## src/rtl/softmax_pkg.sv

```systemverilog
`default_nettype none
// ============================================================================
//  Module      : softmax_pkg
//  Description : Shared binary32 field layout, constants, FSM state type and
//                ordering helpers for the softmax front-end.
//  Revision    : 1.0 - initial release
// ============================================================================
package softmax_pkg;

    localparam int FP_SIGN_W = 1;
    localparam int FP_EXP_W  = 8;
    localparam int FP_MAN_W  = 23;
    localparam int FP_W      = FP_SIGN_W + FP_EXP_W + FP_MAN_W;

    localparam logic [FP_W-1:0] NEG_INF = 32'hFF80_0000;

    typedef enum logic [1:0] {
        ST_IDLE   = 2'd0,
        ST_LOAD   = 2'd1,
        ST_REPLAY = 2'd2,
        ST_DONE   = 2'd3
    } state_t;

    // Maps a float onto an unsigned integer whose ordering matches the float
    // ordering, with -0 placed just below +0.
    function automatic logic [FP_W-1:0] fp_order_key(input logic [FP_W-1:0] x);
        if (x[FP_W-1])
            return ~x;
        else
            return x ^ {1'b1, {(FP_W-1){1'b0}}};
    endfunction

    function automatic logic fp_is_nan(input logic [FP_W-1:0] x);
        return (x[FP_MAN_W +: FP_EXP_W] == {FP_EXP_W{1'b1}}) &&
               (x[FP_MAN_W-1:0] != {FP_MAN_W{1'b0}});
    endfunction

endpackage
`default_nettype wire

```

## src/rtl/softmax_vector_buffer_fp_max_compare.sv

```systemverilog
`default_nettype none
// ============================================================================
//  Module      : fp_max_compare
//  Description : Combinational binary32 strict greater-than and NaN detect.
//  Revision    : 1.0 - initial release
// ============================================================================
module fp_max_compare
    import softmax_pkg::*;
(
    input  logic [FP_W-1:0] a,
    input  logic [FP_W-1:0] b,
    output logic            a_gt_b,
    output logic            a_is_nan
);

    assign a_gt_b   = fp_order_key(a) > fp_order_key(b);
    assign a_is_nan = fp_is_nan(a);

endmodule
`default_nettype wire

```

## src/rtl/softmax_vector_buffer.sv

```systemverilog
`default_nettype none
// ============================================================================
//  Module      : softmax_vector_buffer
//  Description : Loads a binary32 vector, tracks its maximum and NaN status,
//                then replays it several times over a valid/ready stream.
//  Revision    : 1.0 - initial release
// ============================================================================
module softmax_vector_buffer
    import softmax_pkg::*;
#(
    parameter  int DATA_SIZE        = 32,
    parameter  int NUMBER_OF_DATA   = 10,
    parameter  int NUMBER_OF_PASSES = 2,
    localparam int ADDR_W           = $clog2(NUMBER_OF_DATA + 1),
    localparam int PASS_W           = (NUMBER_OF_PASSES > 1) ? $clog2(NUMBER_OF_PASSES) : 1
) (
    input  logic                 clock_i,
    input  logic                 reset_i,
    input  logic                 start_i,
    input  logic [ADDR_W-1:0]    length_i,
    input  logic                 data_valid_i,
    input  logic [DATA_SIZE-1:0] data_i,
    output logic                 load_ready_o,
    output logic                 max_valid_o,
    output logic [DATA_SIZE-1:0] max_o,
    output logic                 nan_o,
    output logic                 data_valid_o,
    input  logic                 data_ready_i,
    output logic [DATA_SIZE-1:0] data_o,
    output logic                 data_last_o,
    output logic [PASS_W-1:0]    pass_o,
    output logic                 done_o,
    output logic                 error_o,
    output logic                 busy_o
);

    localparam int                 MEM_AW    = $clog2(NUMBER_OF_DATA);
    localparam int                 PCNT_W    = $clog2(NUMBER_OF_PASSES + 1);
    localparam logic [ADDR_W-1:0]  C_MAX_LEN = ADDR_W'(NUMBER_OF_DATA);
    localparam logic [ADDR_W-1:0]  C_ONE     = ADDR_W'(1);
    localparam logic [PCNT_W-1:0]  C_PASSES  = PCNT_W'(NUMBER_OF_PASSES);
    localparam logic [PASS_W-1:0]  C_LAST_PASS = PASS_W'(NUMBER_OF_PASSES - 1);

    state_t                state_q,      state_d;
    logic [ADDR_W-1:0]     len_q,        len_d;
    logic [ADDR_W-1:0]     wr_addr_q,    wr_addr_d;
    logic [ADDR_W-1:0]     rd_addr_q,    rd_addr_d;
    logic [PCNT_W-1:0]     fetch_pass_q, fetch_pass_d;
    logic                  out_valid_q,  out_valid_d;
    logic [DATA_SIZE-1:0]  out_data_q,   out_data_d;
    logic                  out_last_q,   out_last_d;
    logic [PASS_W-1:0]     out_pass_q,   out_pass_d;
    logic [DATA_SIZE-1:0]  max_q,        max_d;
    logic                  max_valid_q,  max_valid_d;
    logic                  nan_q,        nan_d;
    logic                  error_q,      error_d;

    logic [DATA_SIZE-1:0]  mem_q [NUMBER_OF_DATA];

    logic                  w_len_ok;
    logic                  w_accept;
    logic                  w_load_beat;
    logic                  w_last_load;
    logic                  w_handshake;
    logic                  w_final_beat;
    logic                  w_refill;
    logic                  w_fetch_avail;
    logic                  w_rd_last;
    logic [DATA_SIZE-1:0]  w_rd_data;
    logic                  w_gt;
    logic                  w_is_nan;

    fp_max_compare u_cmp (
        .a        (data_i),
        .b        (max_q),
        .a_gt_b   (w_gt),
        .a_is_nan (w_is_nan)
    );

    assign w_len_ok      = (length_i != '0) && (length_i <= C_MAX_LEN);
    assign w_accept      = (state_q == ST_IDLE) && start_i && w_len_ok;
    assign w_load_beat   = (state_q == ST_LOAD) && data_valid_i;
    assign w_last_load   = w_load_beat && (wr_addr_q == len_q - C_ONE);
    assign w_handshake   = out_valid_q && data_ready_i;
    assign w_final_beat  = w_handshake && out_last_q && (out_pass_q == C_LAST_PASS);
    assign w_refill      = (state_q == ST_REPLAY) && (!out_valid_q || data_ready_i);
    assign w_fetch_avail = (fetch_pass_q != C_PASSES);
    assign w_rd_last     = (rd_addr_q == len_q - C_ONE);
    assign w_rd_data     = mem_q[rd_addr_q[MEM_AW-1:0]];

    // State register and datapath registers
    always_ff @(posedge clock_i) begin
        if (reset_i) begin
            state_q      <= ST_IDLE;
            len_q        <= '0;
            wr_addr_q    <= '0;
            rd_addr_q    <= '0;
            fetch_pass_q <= '0;
            out_valid_q  <= 1'b0;
            out_data_q   <= '0;
            out_last_q   <= 1'b0;
            out_pass_q   <= '0;
            max_q        <= '0;
            max_valid_q  <= 1'b0;
            nan_q        <= 1'b0;
            error_q      <= 1'b0;
        end else begin
            state_q      <= state_d;
            len_q        <= len_d;
            wr_addr_q    <= wr_addr_d;
            rd_addr_q    <= rd_addr_d;
            fetch_pass_q <= fetch_pass_d;
            out_valid_q  <= out_valid_d;
            out_data_q   <= out_data_d;
            out_last_q   <= out_last_d;
            out_pass_q   <= out_pass_d;
            max_q        <= max_d;
            max_valid_q  <= max_valid_d;
            nan_q        <= nan_d;
            error_q      <= error_d;
        end
    end

    // Storage is left uncleared by reset; only the load path writes it.
    always_ff @(posedge clock_i) begin
        if (w_load_beat)
            mem_q[wr_addr_q[MEM_AW-1:0]] <= data_i;
    end

    // Next-state logic
    always_comb begin
        state_d = state_q;
        case (state_q)
            ST_IDLE:   if (w_accept)     state_d = ST_LOAD;
            ST_LOAD:   if (w_last_load)  state_d = ST_REPLAY;
            ST_REPLAY: if (w_final_beat) state_d = ST_DONE;
            ST_DONE:                     state_d = ST_IDLE;
            default:                     state_d = ST_IDLE;
        endcase
    end

    always_comb begin
        len_d        = len_q;
        wr_addr_d    = wr_addr_q;
        rd_addr_d    = rd_addr_q;
        fetch_pass_d = fetch_pass_q;
        out_valid_d  = out_valid_q;
        out_data_d   = out_data_q;
        out_last_d   = out_last_q;
        out_pass_d   = out_pass_q;
        max_d        = max_q;
        max_valid_d  = max_valid_q;
        nan_d        = nan_q;
        error_d      = 1'b0;

        if ((state_q == ST_IDLE) && start_i) begin
            if (w_len_ok) begin
                len_d        = length_i;
                wr_addr_d    = '0;
                rd_addr_d    = '0;
                fetch_pass_d = '0;
                out_valid_d  = 1'b0;
                out_data_d   = '0;
                out_last_d   = 1'b0;
                out_pass_d   = '0;
                max_d        = NEG_INF;
                max_valid_d  = 1'b0;
                nan_d        = 1'b0;
            end else begin
                error_d = 1'b1;
            end
        end

        if (w_load_beat) begin
            wr_addr_d = wr_addr_q + C_ONE;
            if (w_is_nan)
                nan_d = 1'b1;
            else if (w_gt)
                max_d = data_i;
            if (w_last_load)
                max_valid_d = 1'b1;
        end

        // The output register is a one-deep skid: it refills whenever it is
        // empty or its current beat is being taken, so a held-high ready
        // streams without bubbles across pass boundaries.
        if (w_refill) begin
            if (w_fetch_avail) begin
                out_valid_d = 1'b1;
                out_data_d  = w_rd_data;
                out_last_d  = w_rd_last;
                out_pass_d  = PASS_W'(fetch_pass_q);
                if (w_rd_last) begin
                    rd_addr_d    = '0;
                    fetch_pass_d = fetch_pass_q + PCNT_W'(1);
                end else begin
                    rd_addr_d    = rd_addr_q + C_ONE;
                end
            end else begin
                out_valid_d = 1'b0;
            end
        end
    end

    // Output logic
    always_comb begin
        load_ready_o = (state_q == ST_LOAD);
        busy_o       = (state_q != ST_IDLE);
        done_o       = (state_q == ST_DONE);
        max_valid_o  = max_valid_q;
        max_o        = max_q;
        nan_o        = nan_q;
        data_valid_o = out_valid_q;
        data_o       = out_data_q;
        data_last_o  = out_last_q;
        pass_o       = out_pass_q;
        error_o      = error_q;
    end

endmodule
`default_nettype wire

```

## config.mk

```make
export PLATFORM = sky130hd
export DESIGN_NAME = softmax_vector_buffer
export DESIGN_NICKNAME = d
export VERILOG_FILES = /design/src/rtl/softmax_pkg.sv /design/src/rtl/softmax_vector_buffer_fp_max_compare.sv /design/src/rtl/softmax_vector_buffer.sv
export SDC_FILE = /design/constraint.sdc
export NUM_CORES = 1
export LEC_CHECK = 0
export CORE_ASPECT_RATIO = 0.7
export CORE_MARGIN = 3
export CORE_UTILIZATION = 35
export DETAILED_ROUTE_END_ITERATION = 7
export GPL_ROUTABILITY_DRIVEN = 0
export GPL_TIMING_DRIVEN = 0
export SETUP_SLACK_MARGIN = 0.3
export SLEW_MARGIN = 15
export SYNTH_ARGS = -nofsm -noshare
export SYNTH_HDL_FRONTEND = slang
export SYNTH_SLANG_ARGS = --single-unit
```

## constraint.sdc

```tcl
create_clock -name clock_i -period 4.7 [get_ports clock_i]
set_clock_uncertainty 0.15 [all_clocks]
set_input_delay 1.41 -clock clock_i [delete_from_list [all_inputs] [get_ports clock_i]]
set_output_delay 1.41 -clock clock_i [all_outputs]
set_load 0.02 [all_outputs]
```

-- Yosys cells after proc, flatten, opt, wreduce, memory -nomap -nowiden
Memories as Yosys holds them, arrays and structs flattened. A register that Yosys moved wholly into a read port is not among the register bits.
Index checks and enable logic that the tools add are counted.
W data, S select, Z words.
- add/sub/neg operators: 4
- magnitude comparators: 2
- equality and inequality tests: 10
- mux-type cells: 52
- bitwise operators: 5
- reduce and logical (&&, ||, !) cells: 25
- operator list (operator ; number):
    $mux W32 ; 11
    $not A32 Y32 ; 2
    $mux W4 ; 9
    $gt A32 B32 Y1 ; 1
    $mux W1 ; 23
    $reduce_bool A23 Y1 ; 1
    $mux W2 ; 8
    $logic_and A1 B1 Y1 ; 10
    $reduce_bool A2 Y1 ; 5
    $add A4 B1 Y4 const B ; 2
    $eq A4 B4 Y1 ; 2
    $eq A8 B8 Y1 const B ; 1
    $pmux W2 S4 ; 1
    $ne A2 B2 Y1 const B ; 3
    $reduce_and A2 Y1 ; 3
    $eq A2 B2 Y1 const B ; 2
    $le A4 B4 Y1 const B ; 1
    $reduce_bool A4 Y1 ; 1
    $sub A4 B1 Y4 const B ; 1
    $not A1 Y1 ; 3
    $reduce_and A3 Y1 ; 1
    $add A2 B1 Y2 const B ; 1
    $eq A2 B1 Y1 const B ; 1
    $logic_not A2 Y1 ; 1
    4 further kinds ; 4
- flip-flop bits (word level): 86
- RAM bits: 320
- input bits: 41
- logic and storage cells: 112
- memories: 1
- memories (name ; words ; width ; read ports ; clocked after Yosys merged registers in ; write ports ; RTL line ; text):
    mem_q ; 10 ; 32 ; 1 ; 1 ; 1 ; softmax_vector_buffer.sv:58 ; logic [DATA_SIZE-1:0] mem_q [NUMBER_OF_DATA];

-- Longest topological paths before layout
Gate-level depths: netlist (run 1).
- depth after elaboration: 7
- gate-level depth with buffers: 12
- mapped depth without buffers: 8

-- Hierarchy
From an unflattened synthesis (run 1), not the netlist that was laid out.
- cells, all modules: 1085
- area total of the unflattened synthesis: 17086.4 um^2
- modules (own cells, without submodules) (module ; instances ; cells an instance ; area an instance (um^2) ; seq. area each (um^2)):
    softmax_vector_buffer ; 1 ; 922 ; 15748.9 ; 11330.9
    fp_max_compare ; 1 ; 163 ; 1337.5 ; 0.0

-- Worst setup path before layout (run 1)
Ideal clock, no wire load.
- path type: input -> register
- start: input data_i[31]
- end: register max_q[10] (netlist: max_o[10])
- library setup time: 0.072 ns
- arrival time: 4.080 ns
- data required time: 4.478 ns
- setup slack: 0.399 ns
- stages on the path: 12
- cell sequence: clkbuf_1 buf_1 xor2_1 ha_1 a21oi_2 nand2_1 a221o_1 o31ai_4 a21o_1 buf_6 buf_12 mux2i_1
- word-level cells in the longest chain between the ends: 6
- ends and longest elaborated chain (item ; RTL line ; text):
    start, declared ; softmax_vector_buffer.sv:22 ; input logic [DATA_SIZE-1:0] data_i,
    $not A1 Y1 (no source line) or $not A32 Y32 (tied branches) ; - ;
    $mux W32 * ; softmax_pkg.sv:27 ; if (x[FP_W-1])
    $gt A32 B32 Y1 * ; softmax_vector_buffer_fp_max_compare.sv:16 ; assign a_gt_b = fp_order_key(a) > fp_order_key(b);
    $mux W32 * ; softmax_vector_buffer.sv:178 ; else if (w_gt)
    $mux W32 * ; softmax_vector_buffer.sv:176 ; if (w_is_nan)
    $mux W32 * ; softmax_vector_buffer.sv:174 ; if (w_load_beat) begin
    end signal, assigned ; softmax_vector_buffer.sv:117 ; max_q <= max_d;
    end, declared ; softmax_vector_buffer.sv:53 ; logic [DATA_SIZE-1:0] max_q, max_d;
Mark *: on every way between the ends. The rest lies on a longest branch, timed or not.
A chain may end at the register's enable or synchronous reset.

-- Worst setup path after layout (run 1)
- start: input data_i[30]
- end: register max_q[11] (netlist: max_o[11])
- word-level cells in the longest chain between the ends: 6
- ends and longest elaborated chain (item ; RTL line ; text):
    $not A32 Y32 ; softmax_pkg.sv:28 ; return ~x;
    $mux W32 ; softmax_pkg.sv:27 ;
    $gt A32 B32 Y1 ; softmax_vector_buffer_fp_max_compare.sv:16 ;
    $mux W32 ; softmax_vector_buffer.sv:178 ;
    $mux W32 * ; softmax_vector_buffer.sv:176 ;
    $mux W32 * ; softmax_vector_buffer.sv:174 ;
Marked as above.

==> reports/results.md, run 1 <==
| Step | Result | Reported |
|---|---|---|
| global routing | Initial antenna violation count | 0 |
| sta | RSZ-0062 raised after global routing | no |
| layout | Filler cell count | 4345 |
| power | Static Leak | 6.73 nW |
| routing | Post-DRT Antenna Nets | 0 |
| logic synthesis | Sequential area share after synthesis | 0.655 |
| clock tree | Insertion delay to the later sink of the worst-skew pair | 0.53 ns |
| clock tree | Hold buffer count at CTS | 0 |
| clock tree | Number of buffers on the longest clock path | 3 |
| layout | Post-layout net count | 1368 |
| critical path | Setup crit start kind | input port |
| placement | Count of placed standard cells including taps | 1894 |
| sta | Relative slew slack | 0.286 |
| routing | TritonRoute pass-1 iters | 5 |
| logic synthesis | Post-synthesis instance area | 17300 um^2 |
| clock tree | Sink Count | 406 |
| critical path | Cell type group with the largest total delay on the critical path | buffers and inverters |
| routing | Detailed-route via count | 10212 |
| layout | Cell area after layout | 20700 um^2 |
| critical path | Data required, critical path | 5.01 ns |
| logic synthesis | Dominant synthesized flop cell | sky130_fd_sc_hd__edfxtp_1 |
| die | Horizontal die dimension | 272 um |
| layout | Area taken by flip-flops and latches | 11300 um^2 |
| placement | Post-DP Area | 19400 um^2 |
| placement | Count of buffers inserted at the top-level ports | 112 |
| layout | Leading cell types in the layout, fill and taps excluded | sky130_fd_sc_hd__edfxtp_1 (320), sky130_fd_sc_hd__clkdlybuf4s50_1 (111), sky130_fd_sc_hd__dfxtp_1 (86) |
| power | Power density normalized to cell area | 457 nW/um^2 |
| outcome | Outcome | finished, final reports clean |
| logic synthesis | Syn Inst Count | 1117 |
| die | # IOs | 114 |
| placement | Dpl hpwl | 30100 um |
| die | Core area | 48400 um^2 |
| routing | Post-detailed-route via-to-cell ratio | 5.19 |
| placement | Placement-stage worst setup slack | -1.19 ns |
| critical path | Kind of critical path | input port to flop |
| critical path | Highest fanout seen on the critical path | 13 |
| power | Maximum VDD drop | 0.221 mV |
| logic synthesis | Warnings, synthesis | 0 |
| logic synthesis | Count of flip-flops with a built-in enable after synthesis | 320 |
| sta | Final Max Tran Viols | 0 |
| sta | Final worst slack | 0.466 ns |
| layout | Fraction of final layout cells sized beyond drive strength 1 | 0.147 |
| clock tree | Number of buffers inserted during clock tree synthesis | 40 |
| critical path | Cells along the critical path | clkdlybuf4s50_1, xor2_1, ha_1, nand4_2, nor4_4, nand2_1, nand3_4, a21o_1, buf_6, buf_12, mux2i_1 |
| critical path | Number of buffer and inverter instances along the worst setup path | 3 |
| logic synthesis | Synthesized area divided by synthesized cell count | 15.5 um^2 |
| critical path | Critical path arrival | 4.55 ns |
| routing | Total detailed-routing wirelength | 44100 um |
| sta | Setup-violating endpoint count in the final report | 0 |
| logic synthesis | Async set-or-reset flop fraction in the synthesized netlist | 0 |
| logic synthesis | Number of different library cells in the post-synthesis netlist | 54 |
| critical path | Slowest Stage Delay on Critical Path | 0.96 ns |
| critical path | Endpoint kind of the worst setup timing path | flop |
| logic synthesis | Biggest area consumer among synthesized cells | sky130_fd_sc_hd__edfxtp_1 |
| sta | Transition time at the pin with the least slew margin | 1.07 ns |
| layout | Most common library cell in the layout ignoring fill and taps | sky130_fd_sc_hd__edfxtp_1 |
| clock tree | Htree depth | 2 |
| global routing | Wire length of the first global-routing pass | 65900 um |
| logic synthesis | Top cells by area in the synthesized netlist | sky130_fd_sc_hd__edfxtp_1 (56%), sky130_fd_sc_hd__dfxtp_1 (10%), sky130_fd_sc_hd__mux4_2 (8.3%) |
| layout | Area growth, synth to finish | 19.9% |
| routing | Drt wl/cell | 22.4 um |
| global routing | Maximum number of pins on one net before global-route repair | 23 |
| routing | Number of violations reported at the end of detailed-routing iteration 0 | 715 |
| logic synthesis | Synthesis-stage register bit count | 406 |
| layout | Filler-free cell count of the finished design | 1966 |
| logic synthesis | Area share of the leading cell type in the synthesized netlist | 0.556 |
| clock tree | Clock input transition at the sequential cells of the worst setup and hold paths | 0.06 ns |
| sta | Final clock period utilization by the worst path | 0.901 |
| clock tree | Clock tree from TritonCTS | built |
| sta | Peak clock frequency supported by timing | 236 MHz |
| sta | Minimum clock period | 4.23 ns |
| critical path | Slowest CP cell | sky130_fd_sc_hd__clkdlybuf4s50_1 |
| global routing | Overall global routing resource usage | 0.169 |
| sta | Final Hold Violating Endpoints | 0 |
| die | Die height | 192 um |
| clock tree | Clock Root Buffer | sky130_fd_sc_hd__clkbuf_16 |
| die | Die footprint | 52200 um^2 |
| global routing | Vias in the first global route | 10420 |
| die | Cell Rows | 67 |
| die | Starting density of the core | 0.358 |
| global routing | Total congestion overflow after global routing | 0 |
| worst hold path | Hold WC Path Type | flop to flop |
| flow run | Number of max-cap violations | 0 |
| routing | Number of DRC violations after detailed routing | 0 |
| layout | Combined area of the multi-input logic cells | 5610 um^2 |
| logic synthesis | Syn_nets | 1202 |
| layout | Antenna cells | 0 |
-- cells in the mapped netlist (all sizes together), types with 2 or more instances --
| cell type | count |
|---|---|
| and2 | 9 |
| mux2 | 3 |
| nor4 | 7 |
| ha | 44 |
| xnor2 | 39 |
| nand3 | 9 |
| a31oi | 2 |
| clkbuf | 31 |
| inv | 10 |
| nor3 | 6 |
| nor2b | 35 |
| nand2b | 24 |
| a22oi | 34 |
| mux2i | 57 |
| a21o | 3 |
| dfxtp | 86 |
| nor2 | 64 |
| a21oi | 56 |
| and3 | 3 |
| mux4 | 64 |
| xor2 | 34 |
| edfxtp | 320 |
| o21ai | 8 |
| nand4 | 12 |
| buf | 35 |
| nor3b | 5 |
| o31ai | 3 |
| a221o | 2 |
| nand2 | 50 |
| a211oi | 52 |
-- per-layer routing --
metal,track usage,up-vias,routed length [um]
li1,-,4626,-
met1,0.248,5282,21200
met2,0.261,258,19700
met3,0.0337,46,2640
met4,0.0340,0,606
met5,0,-,0
-- kinds of logic (layout without fill, tap and decap cells) --
kind of cell / count (synthesis) / in the layout / share of synthesized area
muxes: 124 / 124 / 0.118
DFF: 406 / 406 / 0.655
and+or+nand+nor: 227 / 227 / 0.0679
xor gates and xnor gates: 73 / 73 / 0.0370
adders and majority gates: 44 / 44 / 0.0318
AOI/OAI and AO/OA: 166 / 166 / 0.0681
buffers and inverters: 77 / 271 / 0.0218
-- stage by stage --
| stage | hold slack, ns | util | total power (W) | TNS, ns |
|---|---|---|---|---|
| finish | 0.331 | 0.429 | 0.00947 | 0 |
| global route | 0.341 | 0.429 | 0.00991 | 0 |
| CTS | 0.324 | 0.429 | 0.00957 | 0 |
| detailed placement | 0.315 | 0.402 | 0.00641 | -36.79 |
| global placement | 0.313 | 0.398 | 0.00637 | -34.70 |
| floorplan | 0.295 | - | 0.00568 | 0 |
-- registers in the layout, indices dropped and copies added (netlist names), 2 cells and up --
| signal | cells |
|---|---|
| mem_q | 320 |
| fetch_pass_q | 2 |
| max_o | 32 |
| len_q | 4 |
| wr_addr_q | 4 |
| state_q | 2 |
| data_o | 32 |
| rd_addr_q | 4 |
-- power breakdown --
| part | total [W] | internal [W] | switching [W] |
|---|---|---|---|
| clock | 0.00314 | 0.00181 | 0.00132 |
| combinational | 0.00221 | 0.000976 | 0.00123 |
| sequential | 0.00412 | 0.00403 | 0.0000961 |
| total | 0.00947 | 0.00682 | 0.00265 |
-- area by class of cell --
type,instances,area share
buffer,67,0.0166
clock inverter,16,0.00760
clock buffer,54,0.0533
timing repair buffer,124,0.0642
sequential,406,0.546
inverter,10,0.00181
tap,655,0.0395
multi-input combinational,634,0.271
-- timing repair --
action | CTS | global route
resized for setup | 6 | 2
buffers inserted | 2 | 0
setup endpoints to repair | 32 | 31
endpoints found under the hold margin | 0 | 0
pin swaps | 2 | 0
-- path summary, 6_finish.rpt --
path | start | end | slack, ns | depth (start not counted)
worst max-delay path | data_i[30] | max_o[11]$_SDFF_PP0_ | 0.47 | 11
worst min-delay path | len_q[1]$_SDFFE_PP0P_ | len_q[1]$_SDFFE_PP0P_ | 0.33 | 2
worst max register to register | max_o[31]$_SDFF_PP0_ | max_o[11]$_SDFF_PP0_ | 1.09 | 12
worst min register to register | len_q[1]$_SDFFE_PP0P_ | len_q[1]$_SDFFE_PP0P_ | 0.33 | 2
-- worst reg2reg max path: stages, from the launching register on --
cell                       delay (ns)
sky130_fd_sc_hd__dfxtp_1         0.40
sky130_fd_sc_hd__clkbuf_1        0.23
sky130_fd_sc_hd__buf_1           0.58
sky130_fd_sc_hd__xnor2_1         0.17
sky130_fd_sc_hd__ha_1            0.37
sky130_fd_sc_hd__nand4_1         0.19
sky130_fd_sc_hd__nor4_4          0.43
sky130_fd_sc_hd__nand2_1         0.20
sky130_fd_sc_hd__nand3_4         0.20
sky130_fd_sc_hd__a21o_1          0.12
sky130_fd_sc_hd__buf_6           0.15
sky130_fd_sc_hd__buf_12          0.16
sky130_fd_sc_hd__mux2i_1         0.20
Power figures use the tool's default switching activity.
==> run 2: changes to the inputs <==
--- a/config.mk
+++ b/config.mk
@@ -9,7 +9,9 @@
 export CORE_MARGIN = 3
 export CORE_UTILIZATION = 35
+export CTS_CLUSTER_DIAMETER = 30
 export DETAILED_ROUTE_END_ITERATION = 7
 export GPL_ROUTABILITY_DRIVEN = 0
 export GPL_TIMING_DRIVEN = 0
+export RECOVER_POWER = 25
 export SETUP_SLACK_MARGIN = 0.3
 export SLEW_MARGIN = 15
==> constraint.sdc (replaced) <==
create_clock -name clock_i -period 4.7 [get_ports clock_i]
set_clock_uncertainty 0.15 [all_clocks]
set_input_delay 0.94 -clock clock_i [delete_from_list [all_inputs] [get_ports clock_i]]
set_output_delay 0.94 -clock clock_i [all_outputs]
set_load 0.02 [all_outputs]
==> reports/results.md, run 2 (synthesized netlist as in run 1, its figures left out) <==
| Step | Result | Reported |
|---|---|---|
| layout | Combined area of the multi-input logic cells | 5610 um^2 |
| routing | Post-detailed-route via-to-cell ratio | 5.15 |
| clock tree | Sink Count | 406 |
| worst hold path | Worst Hold Endpoint | len_q[1]$_SDFFE_PP0P_ |
| die | # IOs | 114 |
| global routing | Met1 global-route usage | 0.250 |
| layout | Fraction of final layout cells sized beyond drive strength 1 | 0.188 |
| power | Power density normalized to cell area | 529 nW/um^2 |
| sta | Transition time at the pin with the least slew margin | 1.10 ns |
| sta | Relative slew slack | 0.267 |
| critical path | Reg-to-Reg Start | max_o[31]$_SDFF_PP0_ |
| layout | Filler-free cell count of the finished design | 2024 |
| clock tree | Number of buffers inserted during clock tree synthesis | 68 |
| die | Horizontal die dimension | 272 um |
| global routing | Wire length of the first global-routing pass | 67500 um |
| layout | Cell area after layout | 21900 um^2 |
| sta | Peak clock frequency supported by timing | 263 MHz |
| global routing | Vias in the first global route | 10724 |
| worst hold path | Hold WC Path Type | flop to flop |
| clock tree | Htree depth | 3 |
| routing | TritonRoute pass-1 iters | 5 |
| sta | Final clock period utilization by the worst path | 0.810 |
| worst hold path | WHS Path Cells | 2 |
| sta | Minimum clock period | 3.80 ns |
| layout | Area growth, synth to finish | 26.9% |
| routing | Post-DRT Antenna Nets | 0 |
| layout | Leading cell types in the layout, fill and taps excluded | sky130_fd_sc_hd__edfxtp_1 (320), sky130_fd_sc_hd__clkdlybuf4s50_1 (92), sky130_fd_sc_hd__dfxtp_1 (86) |
| placement | Dpl hpwl | 30100 um |
| layout | Most common library cell in the layout ignoring fill and taps | sky130_fd_sc_hd__edfxtp_1 |
| critical path | Setup crit start kind | input port |
| placement | Post-DP Area | 19400 um^2 |
| placement | Count of placed standard cells including taps | 1894 |
| flow run | Number of max-cap violations | 0 |
| critical path | Minimum setup slack among reg-to-reg paths | 1.08 ns |
| power | Static Leak | 7.31 nW |
| clock tree | Clock input transition at the sequential cells of the worst setup and hold paths | 0.05 ns |
| routing | Total detailed-routing wirelength | 44900 um |
| clock tree | Number of buffers on the longest clock path | 3 |
| critical path | R2r endpoint | max_o[11]$_SDFF_PP0_ |
| die | Die height | 192 um |
| critical path | Data required, critical path | 5.04 ns |
| outcome | Outcome | finished, final reports clean |
| critical path | Highest fanout seen on the critical path | 11 |
| clock tree | Clock tree from TritonCTS | built |
| global routing | Overall global routing resource usage | 0.174 |
| clock tree | Clock Root Buffer | sky130_fd_sc_hd__clkbuf_16 |
| die | Die footprint | 52200 um^2 |
| layout | Filler cell count | 4229 |
| power | Maximum VDD drop | 0.302 mV |
| sta | Final Max Tran Viols | 0 |
| critical path | Worst reg2reg path depth | 12 |
| layout | Final core area utilization | 0.454 |
| routing | Drt wl/cell | 22.2 um |
| layout | Number of flip-flops under the largest register name | 320 |
| critical path | Kind of critical path | input port to flop |
| layout | Antenna cells | 0 |
| global routing | Met2 Track Usage GR | 0.263 |
| routing | Number of violations reported at the end of detailed-routing iteration 0 | 696 |
| sta | Setup-violating endpoint count in the final report | 0 |
| clock tree | Hold buffer count at CTS | 0 |
| layout | Post-layout net count | 1398 |
| sta | Total negative slack for setup checks | 0 ns |
| global routing | Maximum number of pins on one net before global-route repair | 23 |
| die | Cell Rows | 67 |
| routing | Detailed-route via count | 10430 |
| sta | RSZ-0062 raised after global routing | no |
| critical path | Endpoint kind of the worst setup timing path | flop |
| global routing | Initial antenna violation count | 0 |
| clock tree | Insertion delay to the later sink of the worst-skew pair | 0.58 ns |
| placement | Count of buffers inserted at the top-level ports | 112 |
| global routing | Routing usage on met3 | 0.0447 |
| routing | Number of DRC violations after detailed routing | 0 |
| power | PnR Total Power | 0.0116 W |
| die | Starting density of the core | 0.358 |
| die | Core area | 48400 um^2 |
| sta | Final Hold Violating Endpoints | 0 |
| global routing | Total congestion overflow after global routing | 0 |
| layout | Area taken by flip-flops and latches | 11300 um^2 |
| critical path | Critical path arrival | 4.15 ns |
| worst hold path | Worst Hold Launch | len_q[1]$_SDFFE_PP0P_ |
| global routing | GRT Max-Usage Layer | met2 |
-- run 2: changes by cell type in the layout (fill, tap and decap cells not counted), sizes merged --
cell | previous run | this run
dlygate4sd3 | 0 | 19
bufinv | 3 | 10
clkinvlp | 3 | 9
buf | 47 | 49
inv | 10 | 27
clkinv | 10 | 17
clkbuf | 86 | 105
clkdlybuf4s50 | 111 | 92
-- run 2: area by class of cell --
| type | instances | area share |
|---|---|---|
| Buffer | 67 | 0.0157 |
| Clock buffer | 73 | 0.0794 |
| Timing Repair Buffer | 126 | 0.0613 |
| Clock inverter | 53 | 0.0326 |
| Sequential cell | 406 | 0.516 |
| Tap cell | 655 | 0.0373 |
| Multi-Input combinational cell | 634 | 0.256 |
| Inverter | 10 | 0.00171 |
-- run 2: worst max-delay path, cell delays in order --
cell and delay (ns):
sky130_fd_sc_hd__clkbuf_1 0.36, sky130_fd_sc_hd__clkbuf_2 0.35, sky130_fd_sc_hd__buf_2 0.34, sky130_fd_sc_hd__xor2_1 0.13, sky130_fd_sc_hd__ha_1 0.38, sky130_fd_sc_hd__nand4_2 0.18, sky130_fd_sc_hd__nor4_4 0.41, sky130_fd_sc_hd__nand2_1 0.19
sky130_fd_sc_hd__nand3_4 0.20, sky130_fd_sc_hd__a21o_1 0.12, sky130_fd_sc_hd__buf_6 0.15, sky130_fd_sc_hd__buf_12 0.15, sky130_fd_sc_hd__mux2i_1 0.21
-- run 2: worst max path at each step --
stage,from,endpoint,depth (start not counted)
2_1_floorplan,data_i[31],max_o[0]$_SDFF_PP0_,12
3_3_place_gp,data_i[31],max_o[22]$_SDFF_PP0_,13
3_5_place_dp,data_i[31],max_o[11]$_SDFF_PP0_,13
4_1_cts,data_i[31],max_o[11]$_SDFF_PP0_,13
5_1_grt,data_i[31],max_o[11]$_SDFF_PP0_,13
6_report,data_i[31],max_o[11]$_SDFF_PP0_,13
-- run 2: timing repair --
action                                  CTS  global route
endpoints found under the setup margin   32            30
pin swaps                                 1             2
resized for setup                         4             2
setup buffers                             0             4
-- run 2: where the power goes --
group | switching (W) | leakage, nW | internal, W
sequential | 0.0000964 | 3.58 | 0.00403
combinational | 0.00124 | 2.56 | 0.000986
clock | 0.00191 | 1.17 | 0.00334
total | 0.00324 | 7.31 | 0.00836
-- run 2: through the flow --
step / hold slack [ns] / setup WS, ns
final: 0.333 / 0.895
after global routing: 0.340 / 0.629
after CTS: 0.322 / 0.344
after detailed placement: 0.315 / -0.718
after global placement: 0.313 / -0.638
after floorplan: 0.295 / 0.869
-- run 2: routing by layer --
metal,wire (um),part of all wire,vias to the layer above
met5,0,0,-
met4,850,0.019,0
met3,3190,0.071,78
met2,19700,0.44,319
met1,21100,0.47,5310
li1,-,-,4723
==> run 3: changes to the inputs <==
- clock period: 4.7 -> 3.2 ns (I/O delays scaled with it)
==> reports/results.md, run 3 (synthesized netlist as in run 1, its figures left out) <==
| Step | Result | Reported |
|---|---|---|
| clock tree | Htree depth | 3 |
| placement | Dpl hpwl | 29800 um |
| die | Core area | 48400 um^2 |
| power | Share of total power in sequential cells | 0.356 |
| die | Starting density of the core | 0.358 |
| critical path | Endpoint kind of the worst setup timing path | flop |
| critical path | Reg-to-Reg Start | max_o[31]$_SDFF_PP0_ |
| die | # IOs | 114 |
| power | Static Leak | 7.46 nW |
| power | Switching part of the total | 0.283 |
| sta | Transition time at the pin with the least slew margin | 1.01 ns |
| critical path | Slowest CP cell | sky130_fd_sc_hd__clkbuf_1 |
| critical path | Number of buffer and inverter instances along the worst setup path | 3 |
| global routing | Wire length of the first global-routing pass | 67200 um |
| critical path | Slowest Stage Delay on Critical Path | 0.61 ns |
| critical path | Setup crit start kind | input port |
| critical path | Beginning of the critical path | data_i[4] |
| clock tree | Clock input transition at the sequential cells of the worst setup and hold paths | 0.05 ns |
| routing | Total detailed-routing wirelength | 45500 um |
| power | Maximum VDD drop | 0.419 mV |
| die | Horizontal die dimension | 272 um |
| sta | Relative slew slack | 0.330 |
| critical path | Cells along the critical path | clkbuf_1, xor2_1, ha_1, nand4_1, a2111oi_2, o31ai_4, a21o_1, buf_12, buf_12, a211oi_2 |
| global routing | Overall global routing resource usage | 0.173 |
| layout | Leading cell types in the layout, fill and taps excluded | sky130_fd_sc_hd__edfxtp_1 (320), sky130_fd_sc_hd__dfxtp_1 (85), sky130_fd_sc_hd__clkdlybuf4s50_1 (80) |
| layout | Area growth, synth to finish | 29.0% |
| sta | Setup-violating endpoint count in the final report | 0 |
| sta | Minimum clock period | 2.91 ns |
| clock tree | Number of buffers on the longest clock path | 3 |
| critical path | Cell type group with the largest total delay on the critical path | compound AO/OA/AOI/OAI gates |
| sta | RSZ-0062 raised after global routing | yes |
| critical path | Critical path arrival | 3.23 ns |
| flow run | Number of max-cap violations | 0 |
| routing | TritonRoute pass-1 iters | 5 |
| outcome | Outcome | finished, final reports clean |
| power | Logic pwr share | 0.214 |
| global routing | Vias in the first global route | 10636 |
| critical path | Kind of critical path | input port to flop |
| die | Die height | 192 um |
| routing | Number of violations reported at the end of detailed-routing iteration 0 | 858 |
| layout | Filler cell count | 4207 |
| clock tree | Number of buffers inserted during clock tree synthesis | 70 |
| layout | Most common library cell in the layout ignoring fill and taps | sky130_fd_sc_hd__edfxtp_1 |
| critical path | CP most frequent cell | sky130_fd_sc_hd__buf_12 |
| sta | Peak clock frequency supported by timing | 344 MHz |
| placement | Placement-stage worst setup slack | -1.13 ns |
| worst hold path | Hold WC Path Type | input port to flop |
| layout | Number of flip-flops under the largest register name | 320 |
| sta | Total negative slack for setup checks | 0 ns |
| global routing | Initial antenna violation count | 1 |
| routing | Detailed-route via count | 10550 |
| global routing | Total congestion overflow after global routing | 0 |
| layout | Post-layout net count | 1414 |
| routing | Drt wl/cell | 22.3 um |
| placement | Count of buffers inserted at the top-level ports | 112 |
| critical path | Highest fanout seen on the critical path | 13 |
| routing | Number of DRC violations after detailed routing | 0 |
| die | Die footprint | 52200 um^2 |
| routing | Post-detailed-route via-to-cell ratio | 5.16 |
| critical path | Data required, critical path | 3.52 ns |
| power | Power density normalized to cell area | 765 nW/um^2 |
| die | Cell Rows | 67 |
| power | Clock share of power | 0.430 |
| sta | Final Max Tran Viols | 0 |
| power | Internal power | 0.0122 W |
| sta | Final Hold Violating Endpoints | 0 |
| clock tree | Clock Root Buffer | sky130_fd_sc_hd__clkbuf_16 |
| critical path | Minimum setup slack among reg-to-reg paths | 0.33 ns |
| power | Switch Pwr | 0.00483 W |
| worst hold path | Worst Hold Launch | data_i[31] |
| clock tree | Clock tree from TritonCTS | built |
| routing | Post-DRT Antenna Nets | 0 |
| clock tree | Insertion delay to the later sink of the worst-skew pair | 0.58 ns |
| layout | Fraction of final layout cells sized beyond drive strength 1 | 0.229 |
| sta | Final clock period utilization by the worst path | 0.908 |
| clock tree | Sink Count | 406 |
| sta | Final worst slack | 0.294 ns |
| global routing | Maximum number of pins on one net before global-route repair | 25 |
run 3: cell count changes in the layout (fill, tap and decap cells not counted), sizes merged, moves of 4 or more:
cell,delta
dlygate4sd3,-19
clkdlybuf4s50,-12
buf,+8
clkdlybuf4s15,+6
inv,+4
bufinv,-5
clkbuf,+36
run 3: final timing paths:
path                                  to  cells past startpoint
setup / recovery    max_o[31]$_SDFF_PP0_                     10
hold / removal    mem_q[4][31]$_DFFE_PP_                      1
setup reg to reg     max_o[6]$_SDFF_PP0_                     12
hold reg to reg    len_q[1]$_SDFFE_PP0P_                      2
run 3: area by class of cell:
type | count | area [um^2] | area share
flip-flops and latches | 406 | 11300 | 0.508
multi-input cells | 634 | 5870 | 0.263
clock buffers | 81 | 1820 | 0.0817
repair buffers | 140 | 1430 | 0.0642
well taps | 655 | 820 | 0.0367
clock inverters | 49 | 526 | 0.0236
plain buffers | 67 | 469 | 0.0210
inverters | 10 | 37.5 | 0.00168
diodes | 1 | 2.50 | 0.000112
run 3: repair_timing:
| item | 4_1_cts | 5_1_grt |
|---|---|---|
| pin swaps | 4 | 19 |
| hold buffers | 0 | 0 |
| setup endpoints to repair | 32 | 64 |
| cloned | 0 | 6 |
| buffers inserted | 3 | 9 |
| gates resized for setup | 61 | 91 |
run 3: power by group through the flow:
stage	Combinational [W]	Sequential, W	Clock [W]
after floorplan	0.00206	0.00629	0
after global placement	0.00320	0.00617	0
after detailed placement	0.00326	0.00617	0
after CTS	0.00331	0.00607	0.00748
after global routing	0.00397	0.00610	0.00773
final	0.00365	0.00608	0.00734
run 3: metal layers:
layer  vias up  track usage  routed length [um]  share of wire
met5         -            0                   0              0
met2       365        0.254               20200           0.44
met3        69       0.0413                3320          0.073
met1      5357        0.255               21100           0.46
li1       4759            -                   -              -
met4         0       0.0501                 897          0.020
run 3: through the flow:
| stage | cells | total power (W) | hold slack [ns] | utilization | instance area [um^2] |
|---|---|---|---|---|---|
| detailed placement | 1894 | 0.00943 | 0.319 | 0.403 | 19500 |
| CTS | 2027 | 0.0169 | 0.255 | 0.453 | 21900 |
| floorplan | 1117 | 0.00835 | 0.295 | - | 17400 |
| finish | 2043 | 0.0171 | 0.205 | 0.461 | 22300 |
| global placement | 1884 | 0.00937 | 0.317 | 0.399 | 19300 |
| global route | 2042 | 0.0178 | 0.190 | 0.461 | 22300 |
